File: src/rtl/wb_excp_ctrl.sv
// wb_excp_ctrl
//   Writeback-stage commit and exception controller. Holds the final pipeline
//   register, commits GPR/CSR writes, prioritises interrupts and exceptions,
//   pulses excp_flush/ertn_flush with the exception payload and then holds a
//   fetch-redirect request until fetch accepts it.
//
// Ports
//   clk, reset                 clock, synchronous active-high reset
//   ms_*                       MEM-stage instruction and its payload
//   ws_allowin                 WB can accept a new instruction
//   rf_we/rf_waddr/rf_wdata    GPR write port
//   rd_addr / rd_data          CSR read address / old CSR value
//   has_int, eentry_out, era_out  status from the CSR file
//   csr_wr_en/wr_addr/wr_data  CSR write port
//   excp_flush, ertn_flush     one-cycle flush pulses
//   era_in, ecode_in, esubcode_in, bad_va_in, va_error_in  exception payload
//   redirect_valid/target/ready  fetch redirect handshake
module wb_excp_ctrl (
  input  logic        clk,
  input  logic        reset,
  input  logic        ms_to_ws_valid,
  input  logic [31:0] ms_pc,
  input  logic [4:0]  ms_excp,
  input  logic [31:0] ms_bad_addr,
  input  logic [1:0]  ms_csr_op,
  input  logic [13:0] ms_csr_num,
  input  logic [31:0] ms_csr_wdata,
  input  logic [31:0] ms_csr_mask,
  input  logic        ms_ertn,
  input  logic        ms_rf_we,
  input  logic [4:0]  ms_rf_waddr,
  input  logic [31:0] ms_result,
  output logic        ws_allowin,
  output logic        rf_we,
  output logic [4:0]  rf_waddr,
  output logic [31:0] rf_wdata,
  output logic [13:0] rd_addr,
  input  logic [31:0] rd_data,
  input  logic        has_int,
  input  logic [31:0] eentry_out,
  input  logic [31:0] era_out,
  output logic        csr_wr_en,
  output logic [13:0] wr_addr,
  output logic [31:0] wr_data,
  output logic        excp_flush,
  output logic        ertn_flush,
  output logic [31:0] era_in,
  output logic [5:0]  ecode_in,
  output logic [8:0]  esubcode_in,
  output logic [31:0] bad_va_in,
  output logic        va_error_in,
  output logic        redirect_valid,
  output logic [31:0] redirect_target,
  input  logic        redirect_ready
);

  typedef enum logic {RUN, REDIR} state_e;

  localparam logic [1:0] CSR_NONE = 2'd0;
  localparam logic [1:0] CSR_RD   = 2'd1;
  localparam logic [1:0] CSR_WR   = 2'd2;
  localparam logic [1:0] CSR_XCHG = 2'd3;

  state_e      state_q, state_d;
  logic        ws_valid_q, ws_valid_d;
  logic [31:0] ws_pc_q, ws_pc_d;
  logic [4:0]  ws_excp_q, ws_excp_d;
  logic [31:0] ws_bad_addr_q, ws_bad_addr_d;
  logic [1:0]  ws_csr_op_q, ws_csr_op_d;
  logic [13:0] ws_csr_num_q, ws_csr_num_d;
  logic [31:0] ws_csr_wdata_q, ws_csr_wdata_d;
  logic [31:0] ws_csr_mask_q, ws_csr_mask_d;
  logic        ws_ertn_q, ws_ertn_d;
  logic        ws_rf_we_q, ws_rf_we_d;
  logic [4:0]  ws_rf_waddr_q, ws_rf_waddr_d;
  logic [31:0] ws_result_q, ws_result_d;
  logic [31:0] target_q, target_d;

  logic commit;
  logic excp_any;

  always_ff @(posedge clk) begin
    if (reset) begin
      state_q        <= RUN;
      ws_valid_q     <= 1'b0;
      ws_pc_q        <= '0;
      ws_excp_q      <= '0;
      ws_bad_addr_q  <= '0;
      ws_csr_op_q    <= '0;
      ws_csr_num_q   <= '0;
      ws_csr_wdata_q <= '0;
      ws_csr_mask_q  <= '0;
      ws_ertn_q      <= 1'b0;
      ws_rf_we_q     <= 1'b0;
      ws_rf_waddr_q  <= '0;
      ws_result_q    <= '0;
      target_q       <= '0;
    end else begin
      state_q        <= state_d;
      ws_valid_q     <= ws_valid_d;
      ws_pc_q        <= ws_pc_d;
      ws_excp_q      <= ws_excp_d;
      ws_bad_addr_q  <= ws_bad_addr_d;
      ws_csr_op_q    <= ws_csr_op_d;
      ws_csr_num_q   <= ws_csr_num_d;
      ws_csr_wdata_q <= ws_csr_wdata_d;
      ws_csr_mask_q  <= ws_csr_mask_d;
      ws_ertn_q      <= ws_ertn_d;
      ws_rf_we_q     <= ws_rf_we_d;
      ws_rf_waddr_q  <= ws_rf_waddr_d;
      ws_result_q    <= ws_result_d;
      target_q       <= target_d;
    end
  end

  // has_int is only meaningful while a valid instruction commits in RUN.
  assign commit   = ws_valid_q && (state_q == RUN);
  assign excp_any = commit && (has_int || (ws_excp_q != 5'd0));

  always_comb begin
    state_d        = state_q;
    ws_valid_d     = ws_valid_q;
    ws_pc_d        = ws_pc_q;
    ws_excp_d      = ws_excp_q;
    ws_bad_addr_d  = ws_bad_addr_q;
    ws_csr_op_d    = ws_csr_op_q;
    ws_csr_num_d   = ws_csr_num_q;
    ws_csr_wdata_d = ws_csr_wdata_q;
    ws_csr_mask_d  = ws_csr_mask_q;
    ws_ertn_d      = ws_ertn_q;
    ws_rf_we_d     = ws_rf_we_q;
    ws_rf_waddr_d  = ws_rf_waddr_q;
    ws_result_d    = ws_result_q;
    target_d       = target_q;

    ws_allowin      = (state_q == RUN);
    rf_we           = 1'b0;
    rf_waddr        = '0;
    rf_wdata        = '0;
    rd_addr         = '0;
    csr_wr_en       = 1'b0;
    wr_addr         = '0;
    wr_data         = '0;
    excp_flush      = 1'b0;
    ertn_flush      = 1'b0;
    era_in          = '0;
    ecode_in        = '0;
    esubcode_in     = '0;
    bad_va_in       = '0;
    va_error_in     = 1'b0;
    redirect_valid  = 1'b0;
    redirect_target = '0;

    if (ws_allowin) begin
      ws_valid_d     = ms_to_ws_valid;
      ws_pc_d        = ms_pc;
      ws_excp_d      = ms_excp;
      ws_bad_addr_d  = ms_bad_addr;
      ws_csr_op_d    = ms_csr_op;
      ws_csr_num_d   = ms_csr_num;
      ws_csr_wdata_d = ms_csr_wdata;
      ws_csr_mask_d  = ms_csr_mask;
      ws_ertn_d      = ms_ertn;
      ws_rf_we_d     = ms_rf_we;
      ws_rf_waddr_d  = ms_rf_waddr;
      ws_result_d    = ms_result;
    end

    case (state_q)
      RUN: begin
        if (excp_any) begin
          excp_flush = 1'b1;
          era_in     = ws_pc_q;
          // ms_excp bit order is {ale, brk, sys, ine, adef}
          if (has_int) begin
            ecode_in = 6'h00;
          end else if (ws_excp_q[0]) begin
            ecode_in    = 6'h08;
            va_error_in = 1'b1;
            bad_va_in   = ws_pc_q;
          end else if (ws_excp_q[1]) begin
            ecode_in = 6'h0D;
          end else if (ws_excp_q[2]) begin
            ecode_in = 6'h0B;
          end else if (ws_excp_q[3]) begin
            ecode_in = 6'h0C;
          end else begin
            ecode_in    = 6'h09;
            va_error_in = 1'b1;
            bad_va_in   = ws_bad_addr_q;
          end
          target_d   = eentry_out;
          ws_valid_d = 1'b0;
          state_d    = REDIR;
        end else if (commit && ws_ertn_q) begin
          ertn_flush = 1'b1;
          target_d   = era_out;
          ws_valid_d = 1'b0;
          state_d    = REDIR;
        end else if (commit) begin
          rd_addr = ws_csr_num_q;
          if (ws_csr_op_q != CSR_NONE) begin
            rf_we    = 1'b1;
            rf_waddr = ws_rf_waddr_q;
            rf_wdata = rd_data;
          end else begin
            rf_we    = ws_rf_we_q;
            rf_waddr = ws_rf_waddr_q;
            rf_wdata = ws_result_q;
          end
          if (ws_csr_op_q == CSR_WR) begin
            csr_wr_en = 1'b1;
            wr_addr   = ws_csr_num_q;
            wr_data   = ws_csr_wdata_q;
          end else if (ws_csr_op_q == CSR_XCHG) begin
            csr_wr_en = 1'b1;
            wr_addr   = ws_csr_num_q;
            wr_data   = (ws_csr_wdata_q & ws_csr_mask_q) | (rd_data & ~ws_csr_mask_q);
          end
        end
      end
      REDIR: begin
        redirect_valid  = 1'b1;
        redirect_target = target_q;
        if (redirect_ready) state_d = RUN;
      end
      default: state_d = RUN;
    endcase
  end

endmodule

File: config.mk
export PLATFORM = sky130hd
export DESIGN_NAME = wb_excp_ctrl
export DESIGN_NICKNAME = d
export VERILOG_FILES = /design/src/rtl/wb_excp_ctrl.sv
export SDC_FILE = /design/constraint.sdc
export NUM_CORES = 1
export LEC_CHECK = 0
export CAP_MARGIN = 0
export CORE_AREA = 2 2 195 197
export DETAILED_ROUTE_END_ITERATION = 6
export DIE_AREA = 0 0 197 199
export GPL_TIMING_DRIVEN = 0
export MAX_ROUTING_LAYER = met4
export PLACE_DENSITY = 0.61
export SLEW_MARGIN = 10
export SYNTH_ARGS = -nofsm -noshare
export SYNTH_HDL_FRONTEND = slang
export SYNTH_SLANG_ARGS = --single-unit
File: constraint.sdc
create_clock -name clk -period 2.6 [get_ports clk]
set_clock_uncertainty 0.05 [all_clocks]
set_input_delay 0.39 -clock clk [delete_from_list [all_inputs] [get_ports clk]]
set_output_delay 0.39 -clock clk [all_outputs]
set_load 0.02 [all_outputs]
==> results of run 1 <==
## cells by family (layout without fill, tap and decap cells)
logic type             Yosys count  after routing  synth area share, %
other                            1             17               0.0343
AOI/OAI and AO/OA               87             87                 6.35
and+or+nand+nor                519            519                 22.0
DFF                            222            222                 40.7
muxes                          268            268                 24.5
buffers and inverters          135            725                 6.40
## synthesized netlist by cell type (all sizes together)
| master | instances |
|---|---|
| nor2 | 290 |
| mux2i | 268 |
| dfxtp | 222 |
| and2 | 66 |
| nand2 | 65 |
| buf | 61 |
| clkbuf | 51 |
| a21oi | 34 |
| nor2b | 32 |
| inv | 22 |
| nor4 | 20 |
| a2111oi | 18 |
| a211oi | 17 |
| nand2b | 16 |
| a221oi | 15 |
| and3 | 15 |
| or2b | 4 |
| nor3 | 2 |
| or3 | 2 |
| a21o | 1 |
| and2b | 1 |
| clkinv | 1 |
| conb | 1 |
| nand3 | 1 |
| nand3b | 1 |
| nand4 | 1 |
| nor3b | 1 |
| nor4b | 1 |
| o211ai | 1 |
| o21ai | 1 |
| or2 | 1 |
## power breakdown
part	internal [W]	switching (W)
logic	0.00102	0.000948
registers	0.00366	0.000156
clock network	0.00223	0.00152
total	0.00691	0.00262
## final timing paths
check / endpoint / cells after the start / from / slack (ns)
setup / recovery: bad_va_in[5] / 7 / state_q / -0.05
hold / removal: target_q[13] / 3 / reset / 0.28
setup reg to reg: ws_result_q[10] / 7 / state_q / 0.40
hold reg to reg: target_q[11] / 2 / target_q[11] / 0.43
## registers in the layout, indices dropped and copies added, names as in the netlist, 14 cells and up
| signal | flops |
|---|---|
| target_q | 32 |
| ws_csr_num_q | 14 |
| ws_csr_wdata_q | 32 |
| ws_pc_q | 32 |
| ws_result_q | 32 |
| ws_csr_mask_q | 32 |
| ws_bad_addr_q | 32 |
## what timing repair did
item                       in CTS  in global routing
buffers inserted               35                 14
pin swaps                      27                 41
cloned                          4                  6
gates resized for setup      1009                248
setup endpoints to repair     203                179
## cell type report
cell class,instances,area (um2),area share [%]
clock buffers,42,772,4.07
well taps,474,593,3.13
plain buffers,106,875,4.61
repair buffers,547,5460,28.8
flip-flops and latches,222,4470,23.6
diodes,6,15.0,0.0792
multi-input cells,885,6580,34.7
clock inverters,7,92.6,0.489
inverters,23,92.6,0.489
## worst max-delay path: cells and delay by family (launching register included)
kind / cells / cell delay, ns
buffers and inverters: 4 / 0.67
and+or+nand+nor: 2 / 0.43
DFF: 1 / 0.36
AOI/OAI and AO/OA: 1 / 0.21
## layer usage
| layer | share of wire, % | vias up | wire, um | GRT usage [%] |
|---|---|---|---|---|
| met5 | 0 | - | 0 | - |
| met4 | 3.6 | 0 | 1700 | 7.60 |
| met3 | 5.6 | 84 | 2670 | 4.20 |
| met2 | 49 | 378 | 23400 | 40.2 |
| met1 | 42 | 5271 | 19800 | 28.0 |
| li1 | - | 5296 | - | - |
## per-stage QoR
step           cell area [um2]  hold slack (ns)
2_1_floorplan            11000            0.396
3_3_place_gp             16500            0.416
3_5_place_dp             16500            0.418
4_1_cts                  17900            0.253
5_1_grt                  18900            0.285
6_report                 19000            0.276
==> reports/results.tsv, run 1 <==
stage	metric	value	unit
status	run status	finished with violations	
status	failing checks	negative setup slack	
yosys	Synth top area share	40.7	%
final_layout	Finished Layout Cells	2312	
timing	final setup violation count	26	
flow_run	Max-Cap Viols	0	
timing	Final Critical Period	2.65	ns
grt	vias in the first global route	11300	
final_layout	commonest non-fill, non-tap cells in the layout	clkdlybuf4s50_1 (312), mux2i_1 (267), nor2_1 (232), dfxtp_1 (213), buf_6 (128)	
pwr	Peak supply drop	429	uV
yosys	sequential area share after synthesis	40.7	%
placed_design	GPL Wtd Cong	0.862	
timing	RSZ-0062 raised after global routing	true	
routing	DRT antenna net count	0	
final_layout	layout cells sized above 1	26.5	%
floorplan	Initial Util	29.4	%
floorplan	full die area	39200	um2
floorplan	# rows	71	
setup_path	Critical Path Sink Type	output pin	
clock_tree	root buf cell	clkbuf_16	
routing	Via density	4.77	
clock_tree	number of CTS-inserted buffers	27	
placed_design	I/O Buffers	490	
timing	worst slew pin tran	0.856	ns
final_layout	area grow syn2layout	73.4	%
grt	largest net degree at the start of global routing	20	
setup_path	crit-path cells	and2b_4, o211ai_1, buf_4, clkbuf_16, buf_12, nor2_4, buf_6	
setup_path	CP max stage cell	dfxtp_4	
placed_design	pre-CTS WS	-0.649	ns
timing	Fmax	378	MHz
final_layout	Post-Route Utilization	51.0	%
floorplan	total core area	37100	um2
clock_tree	CTS tree	done	
clock_tree	clk sink count	222	
grt	initial antenna violation count	4	
routing	final wirelength	47600	um
placed_design	hpwl dp	35100	um
clock_tree	CTS hold repair buffers	0	
yosys	Yosys cell types	44	
yosys	post-synth top area cell	dfxtp_1	
yosys	yosys warns	0	
clock_tree	CTS max path bufs	3	
routing	via count	11000	
yosys	average size of a mapped cell	8.87	um2
routing	# DRC	0	
yosys	Cells after Synth	1232	
final_layout	most common cell after layout, fill and taps aside	clkdlybuf4s50_1	
setup_path	CP Max Fanout	6	
floorplan	# IOs	504	
timing	Final WS setup	-0.0489	ns
timing	max-slew violations	0	
clock_tree	worst skew pair latency	0.54	ns
placed_design	dpl cells	2206	
grt	Total GRT Usage	23.5	%
floorplan	Die Wd	197	um
timing	final hold violations	0	
clock_tree	Clk pin slew, worst setup/hold paths	0.06	ns
floorplan	Chip Height	199	um
clock_tree	H-tree levels	1	
setup_path	Crit Path Class	flop to output pin	
routing	DRT Pass-1 Iters	4	
timing	setup TNS	-0.459	ns
grt	first-pass GRT wire length	68200	um
pwr	Final Power	0.00953	W
yosys	Synth Register Bits	222	
setup_path	CP Launch Type	flop	
setup_path	Worst Path Arrival	2.21	ns
timing	Tcrit/Tclk final	102	%
worst_hold_path	worst hold path type	primary input to flop	
final_layout	Layout Nets	2101	
setup_path	max incr delay on CP	0.36	ns
setup_path	Critical Path RT	2.16	ns
routing	drt wl/cell	20.6	um
timing	Worst slew margin	42.9	%
pwr	LEAKAGE	7.59	nW
pwr	pwr dens	503	nW/um2
grt	global route overflow	0	
yosys	Synth area leaders	dfxtp_1 (41%), mux2i_1 (25%), nor2_1 (10%)	
final_layout	Fillers	3471	
routing	1st-iter DRT viols	324	
yosys	Mapped Area	10900	um2
No activity file was read; power rests on OpenSTA's default activity.
==> run 2, diff against run 1 <==
--- a/config.mk
+++ b/config.mk
@@ -6,12 +6,12 @@
 export NUM_CORES = 1
 export LEC_CHECK = 0
 export CAP_MARGIN = 0
-export CORE_AREA = 2 2 195 197
+export CORE_AREA = 2 2 194 196
 export DETAILED_ROUTE_END_ITERATION = 6
-export DIE_AREA = 0 0 197 199
+export DIE_AREA = 0 0 196 198
 export GPL_TIMING_DRIVEN = 0
 export MAX_ROUTING_LAYER = met4
-export PLACE_DENSITY = 0.61
+export PLACE_DENSITY = 0.63
 export SLEW_MARGIN = 10
 export SYNTH_ARGS = -nofsm -noshare
 export SYNTH_HDL_FRONTEND = slang
==> constraint.sdc (replaced) <==
create_clock -name clk -period 2.2 [get_ports clk]
set_clock_uncertainty 0.05 [all_clocks]
set_input_delay 0.33 -clock clk [delete_from_list [all_inputs] [get_ports clk]]
set_output_delay 0.33 -clock clk [all_outputs]
set_load 0.02 [all_outputs]
==> run 2 against run 1 <==
  * The flow still finishes with violations (negative setup slack)
  * Via count shrank 0.56%
  * Register-to-register slack got worse by 0.27 ns
  * Sequential power is 18% higher
  * Count of clock-buffer cells in the layout increased by 2
  * Core utilization shrank 0.78 points
  * Routed wire length is 2.2% lower
  * Cell area decreased by 2.0%
  * Non-clock buffer count decreased by 20
  * Worst setup slack got worse by 0.31 ns
  * Final cell count fell by 0.82%
  * First-iteration DRC count rose by 38%
  * Die area is 1.0% lower
==> reports/results.tsv, run 2 (same netlist as run 1, synthesis figures left out) <==
stage	metric	value	unit
status	run status	finished with violations	
status	failing checks	negative setup slack	
setup_path	Critical Path RT	1.82	ns
setup_path	reg2reg start	state_q	
setup_path	Register-to-Register Path Depth	6	
placed_design	dpl cells	2206	
setup_path	CP Launch Type	flop	
final_layout	area grow syn2layout	69.9	%
clock_tree	root buf cell	clkbuf_16	
placed_design	hpwl dp	34800	um
final_layout	multi-input logic area	6420	um2
grt	Total GRT Usage	23.3	%
placed_design	I/O Buffers	490	
routing	drt wl/cell	20.3	um
setup_path	Critical Path Source	ws_excp_q[2]	
timing	Final Critical Period	2.56	ns
grt	global route overflow	0	
setup_path	Critical path destination	era_in[5]	
worst_hold_path	hold depth	3	
floorplan	Die Wd	196	um
setup_path	Critical Path Sink Type	output pin	
timing	Final WS setup	-0.358	ns
routing	Via density	4.78	
timing	final hold violations	0	
clock_tree	CTS max path bufs	3	
final_layout	Finished Layout Cells	2293	
final_layout	Post-Route Utilization	50.3	%
floorplan	total core area	37000	um2
final_layout	register area	4470	um2
timing	final setup violation count	170	
grt	largest net degree at the start of global routing	20	
flow_run	Max-Cap Viols	0	
floorplan	# IOs	504	
setup_path	worst flop-to-flop path endpoint	target_q[26]	
worst_hold_path	worst hold start	reset	
routing	# DRC	0	
final_layout	layout cells sized above 1	25.3	%
pwr	LEAKAGE	7.87	nW
grt	first-pass GRT wire length	66900	um
final_layout	Layout Nets	2082	
timing	RSZ-0062 raised after global routing	true	
routing	DRT Pass-1 Iters	5	
clock_tree	number of CTS-inserted buffers	28	
floorplan	# rows	71	
timing	Tcrit/Tclk final	116	%
placed_design	GPL Wtd Cong	0.880	
timing	max-slew violations	0	
floorplan	Chip Height	198	um
floorplan	Initial Util	29.6	%
final_layout	Fillers	3536	
clock_tree	H-tree levels	1	
timing	Worst slew margin	50.5	%
clock_tree	CTS tree	done	
grt	initial antenna violation count	6	
routing	final wirelength	46500	um
timing	setup TNS	-44.15	ns
routing	1st-iter DRT viols	447	
setup_path	Crit Path Class	flop to output pin	
setup_path	reg-to-reg slack, setup	0.13	ns
pwr	pwr dens	612	nW/um2
final_layout	most common cell after layout, fill and taps aside	clkdlybuf4s50_1	
grt	vias in the first global route	11200	
routing	DRT antenna net count	0	
timing	Fmax	391	MHz
clock_tree	Clk pin slew, worst setup/hold paths	0.06	ns
setup_path	Worst Path Arrival	2.18	ns
floorplan	full die area	38800	um2
worst_hold_path	worst hold path type	primary input to flop	
pwr	Peak supply drop	486	uV
clock_tree	worst skew pair latency	0.54	ns
setup_path	CP Max Fanout	10	
routing	via count	11000	
timing	worst slew pin tran	0.743	ns
final_layout	commonest non-fill, non-tap cells in the layout	clkdlybuf4s50_1 (287), mux2i_1 (267), nor2_1 (246), dfxtp_1 (214), buf_6 (112)	
clock_tree	clk sink count	222	
==> run 2: cell count changes in the layout (fill, tap and decap cells not counted), moves of 10 or more <==
cell / previous run / this run
nor2_4: 50 / 40
nor2_1: 232 / 246
dlymetal6s2s_1: 3 / 28
clkdlybuf4s50_1: 312 / 287
a21oi_4: 15 / 4
buf_6: 128 / 112
buf_4: 62 / 76
==> run 2: how the worst min path moves through the flow <==
stage	slack (ns)	to
floorplan	0.40	target_q[18]
global placement	0.41	target_q[11]
detailed placement	0.41	target_q[29]
CTS	0.19	target_q[13]
global route	0.23	target_q[13]
finish	0.22	target_q[13]
==> run 2: metrics by stage <==
stage               power (W)  hold slack (ns)  setup WS, ns  instance area [um2]
CTS                    0.0114            0.187        -0.395                17600
finish                 0.0114            0.216        -0.358                18600
detailed placement    0.00663            0.414         -1.00                16500
global placement      0.00660            0.415        -0.962                16500
floorplan             0.00564            0.396       -0.0440                11000
global route           0.0118            0.231        -0.436                18600
==> run 2: per-layer routing <==
| metal | track usage (%) | share of wire, % | wire (um) |
|---|---|---|---|
| met1 | 27.6 | 41 | 19300 |
| met2 | 38.3 | 48 | 22200 |
| met3 | 5.08 | 6.6 | 3080 |
| met4 | 9.51 | 4.1 | 1920 |
| met5 | - | 0 | 0 |
==> run 2: timing repair <==
| action | in CTS | in global routing |
|---|---|---|
| gates cloned | 5 | 3 |
| pin swaps | 23 | 42 |
| setup buffers | 20 | 10 |
| hold buffers | 0 | 0 |
| resized for setup | 941 | 297 |
| setup endpoints to repair | 203 | 204 |
==> run 2: critical path: stages, from the launching register on <==
cell and delay [ns]:
dfxtp_4 0.37, or3_4 0.41, o21ai_4 0.21, clkinv_4 0.15, buf_6 0.17, and2_1 0.16, buf_2 0.16
==> run 2: where the power goes <==
| part | switching [W] | internal (W) | total, W | leakage (nW) |
|---|---|---|---|---|
| logic | 0.00107 | 0.00115 | 0.00222 | 5.57 |
| registers | 0.000189 | 0.00432 | 0.00451 | 1.85 |
| clock network | 0.00181 | 0.00283 | 0.00464 | 0.455 |
==> run 2: area by class of cell <==
| type | count | area share (%) |
|---|---|---|
| multi-input combinational | 885 | 34.6 |
| timing repair buffer | 528 | 28.2 |
| sequential | 222 | 24.1 |
| clock buffer | 44 | 4.53 |
| buffer | 105 | 4.35 |
| tap | 474 | 3.19 |
| inverter | 23 | 0.505 |
| clock inverter | 6 | 0.431 |
| antenna | 6 | 0.0808 |
==> run 3, diff against run 2 <==
--- a/config.mk
+++ b/config.mk
@@ -6,13 +6,14 @@
 export NUM_CORES = 1
 export LEC_CHECK = 0
 export CAP_MARGIN = 0
-export CORE_AREA = 2 2 194 196
+export CORE_AREA = 5 5 192 194
 export DETAILED_ROUTE_END_ITERATION = 6
-export DIE_AREA = 0 0 196 198
+export DIE_AREA = 0 0 197 199
 export GPL_TIMING_DRIVEN = 0
 export MAX_ROUTING_LAYER = met4
-export PLACE_DENSITY = 0.63
+export PLACE_DENSITY = 0.66
 export SLEW_MARGIN = 10
 export SYNTH_ARGS = -nofsm -noshare
 export SYNTH_HDL_FRONTEND = slang
 export SYNTH_SLANG_ARGS = --single-unit
+export TNS_END_PERCENT = 100
==> run 3 against run 2 <==
  * The flow still finishes with violations (negative setup slack)
  * Count of clock-buffer cells in the layout shrank 2
  * Sequential share of layout area shrank 0.99 points
  * Register-to-register slack gained 0.13 ns
  * First-iteration DRC count grew 9.8%
  * Final cell count grew 0.13%
  * Critical path depth grew 1
  * Critical path type unchanged
==> reports/results.tsv, run 3 (same netlist as run 1, synthesis figures left out) <==
stage	metric	value	unit
clock_tree	root buf cell	clkbuf_16	
setup_path	max incr delay on CP	0.39	ns
setup_path	CP Max Fanout	10	
clock_tree	H-tree levels	1	
final_layout	area grow syn2layout	76.8	%
grt	vias in the first global route	11600	
setup_path	Most common cell on crit path	buf_6	
flow_run	Max-Cap Viols	0	
pwr	pwr dens	583	nW/um2
clock_tree	CTS max path bufs	3	
setup_path	Crit Path Class	flop to output pin	
floorplan	Initial Util	31.2	%
timing	worst slew pin tran	0.916	ns
timing	setup TNS	-47.45	ns
floorplan	Chip Height	199	um
clock_tree	Clk pin slew, worst setup/hold paths	0.06	ns
grt	global route overflow	0	
routing	1st-iter DRT viols	491	
final_layout	layout cells sized above 1	29.3	%
timing	final hold violations	0	
setup_path	Critical Path RT	1.82	ns
status	run status	finished with violations	
floorplan	full die area	39200	um2
setup_path	Worst Path Arrival	2.20	ns
timing	Tcrit/Tclk final	117	%
routing	# DRC	0	
worst_hold_path	worst hold path type	primary input to flop	
timing	Final WS setup	-0.379	ns
setup_path	crit-path cells	or3_1, buf_6, o21ai_4, inv_6, buf_6, and2_1, buf_2	
routing	DRT antenna net count	0	
placed_design	hpwl dp	35900	um
grt	initial antenna violation count	4	
floorplan	total core area	35100	um2
routing	via count	11200	
setup_path	CP max stage cell	or3_1	
status	failing checks	negative setup slack	
setup_path	CP Launch Type	flop	
floorplan	Die Wd	197	um
floorplan	# IOs	504	
timing	max-slew violations	0	
routing	DRT Pass-1 Iters	5	
clock_tree	number of CTS-inserted buffers	28	
pwr	Peak supply drop	522	uV
timing	Min Hold Slack	0.212	ns
placed_design	pre-CTS WS	-0.915	ns
timing	Fmax	388	MHz
clock_tree	CTS tree	done	
routing	final wirelength	49300	um
grt	Total GRT Usage	23.9	%
pwr	LEAKAGE	7.66	nW
timing	final setup violation count	169	
routing	Via density	4.88	
final_layout	commonest non-fill, non-tap cells in the layout	clkdlybuf4s50_1 (287), mux2i_1 (261), nor2_1 (232), dfxtp_1 (213), buf_6 (166)	
setup_path	Critical Path Sink Type	output pin	
clock_tree	clk sink count	222	
timing	Worst slew margin	38.9	%
final_layout	Layout Nets	2101	
placed_design	I/O Buffers	490	
timing	RSZ-0062 raised after global routing	true	
timing	Final Critical Period	2.58	ns
grt	largest net degree at the start of global routing	20	
routing	drt wl/cell	21.5	um
final_layout	Finished Layout Cells	2296	
placed_design	dpl cells	2193	
clock_tree	worst skew pair latency	0.54	ns
setup_path	reg-to-reg slack, setup	0.26	ns
placed_design	GPL Wtd Cong	0.915	
grt	first-pass GRT wire length	71000	um
floorplan	# rows	69	
final_layout	most common cell after layout, fill and taps aside	clkdlybuf4s50_1	
[run 3: metal layers]
layer	share of wire [%]	track usage (%)	vias up
met4	3.0	7.01	0
met1	42	29.4	5396
met2	49	40.1	420
li1	-	-	5297
met3	6.1	4.71	91
met5	0	-	-
[run 3: worst paths after layout]
check                                  start            to  cells after the start
worst max register to register       state_q   target_q[0]                      6
worst min-delay path                   reset  target_q[30]                      3
worst max-delay path            ws_excp_q[0]     era_in[4]                      7
worst min register to register  target_q[11]  target_q[11]                      2
[run 3: metrics by stage]
stage,utilization (%),total power (W),area (um2)
2_1_floorplan,-,0.00564,11000
3_3_place_gp,46.9,0.00660,16400
3_5_place_dp,46.9,0.00663,16400
4_1_cts,53.5,0.0113,18700
5_1_grt,55.1,0.0117,19300
6_report,55.1,0.0113,19300
[run 3: worst max-delay path: cells and delay by family (launching register included)]
| family | cells | cell delay [ns] |
|---|---|---|
| compound gates | 1 | 0.21 |
| simple gates | 2 | 0.55 |
| buf+inv | 4 | 0.53 |
| flops | 1 | 0.36 |
[run 3: cell type report]
class / count / area (um2)
Fill cell: 3153 / 15700
Multi-Input combinational cell: 885 / 6780
Timing Repair Buffer: 544 / 5600
Sequential cell: 222 / 4460
Buffer: 108 / 927
Clock buffer: 42 / 825
Tap cell: 461 / 577
Inverter: 23 / 106
Clock inverter: 6 / 33.8
Antenna cell: 5 / 12.5
[run 3: power breakdown]
group / internal (W) / switching (W)
Clock: 0.00256 / 0.00182
Combinational: 0.00121 / 0.00115
Sequential: 0.00432 / 0.000193
Total: 0.00810 / 0.00317
[run 3: repair_timing]
action | in CTS | in global routing
buffers inserted | 29 | 10
resized for setup | 1307 | 141
pin swaps | 59 | 22
hold buffers | 0 | 0
gates cloned | 11 | 5
endpoints found under the setup margin | 203 | 280
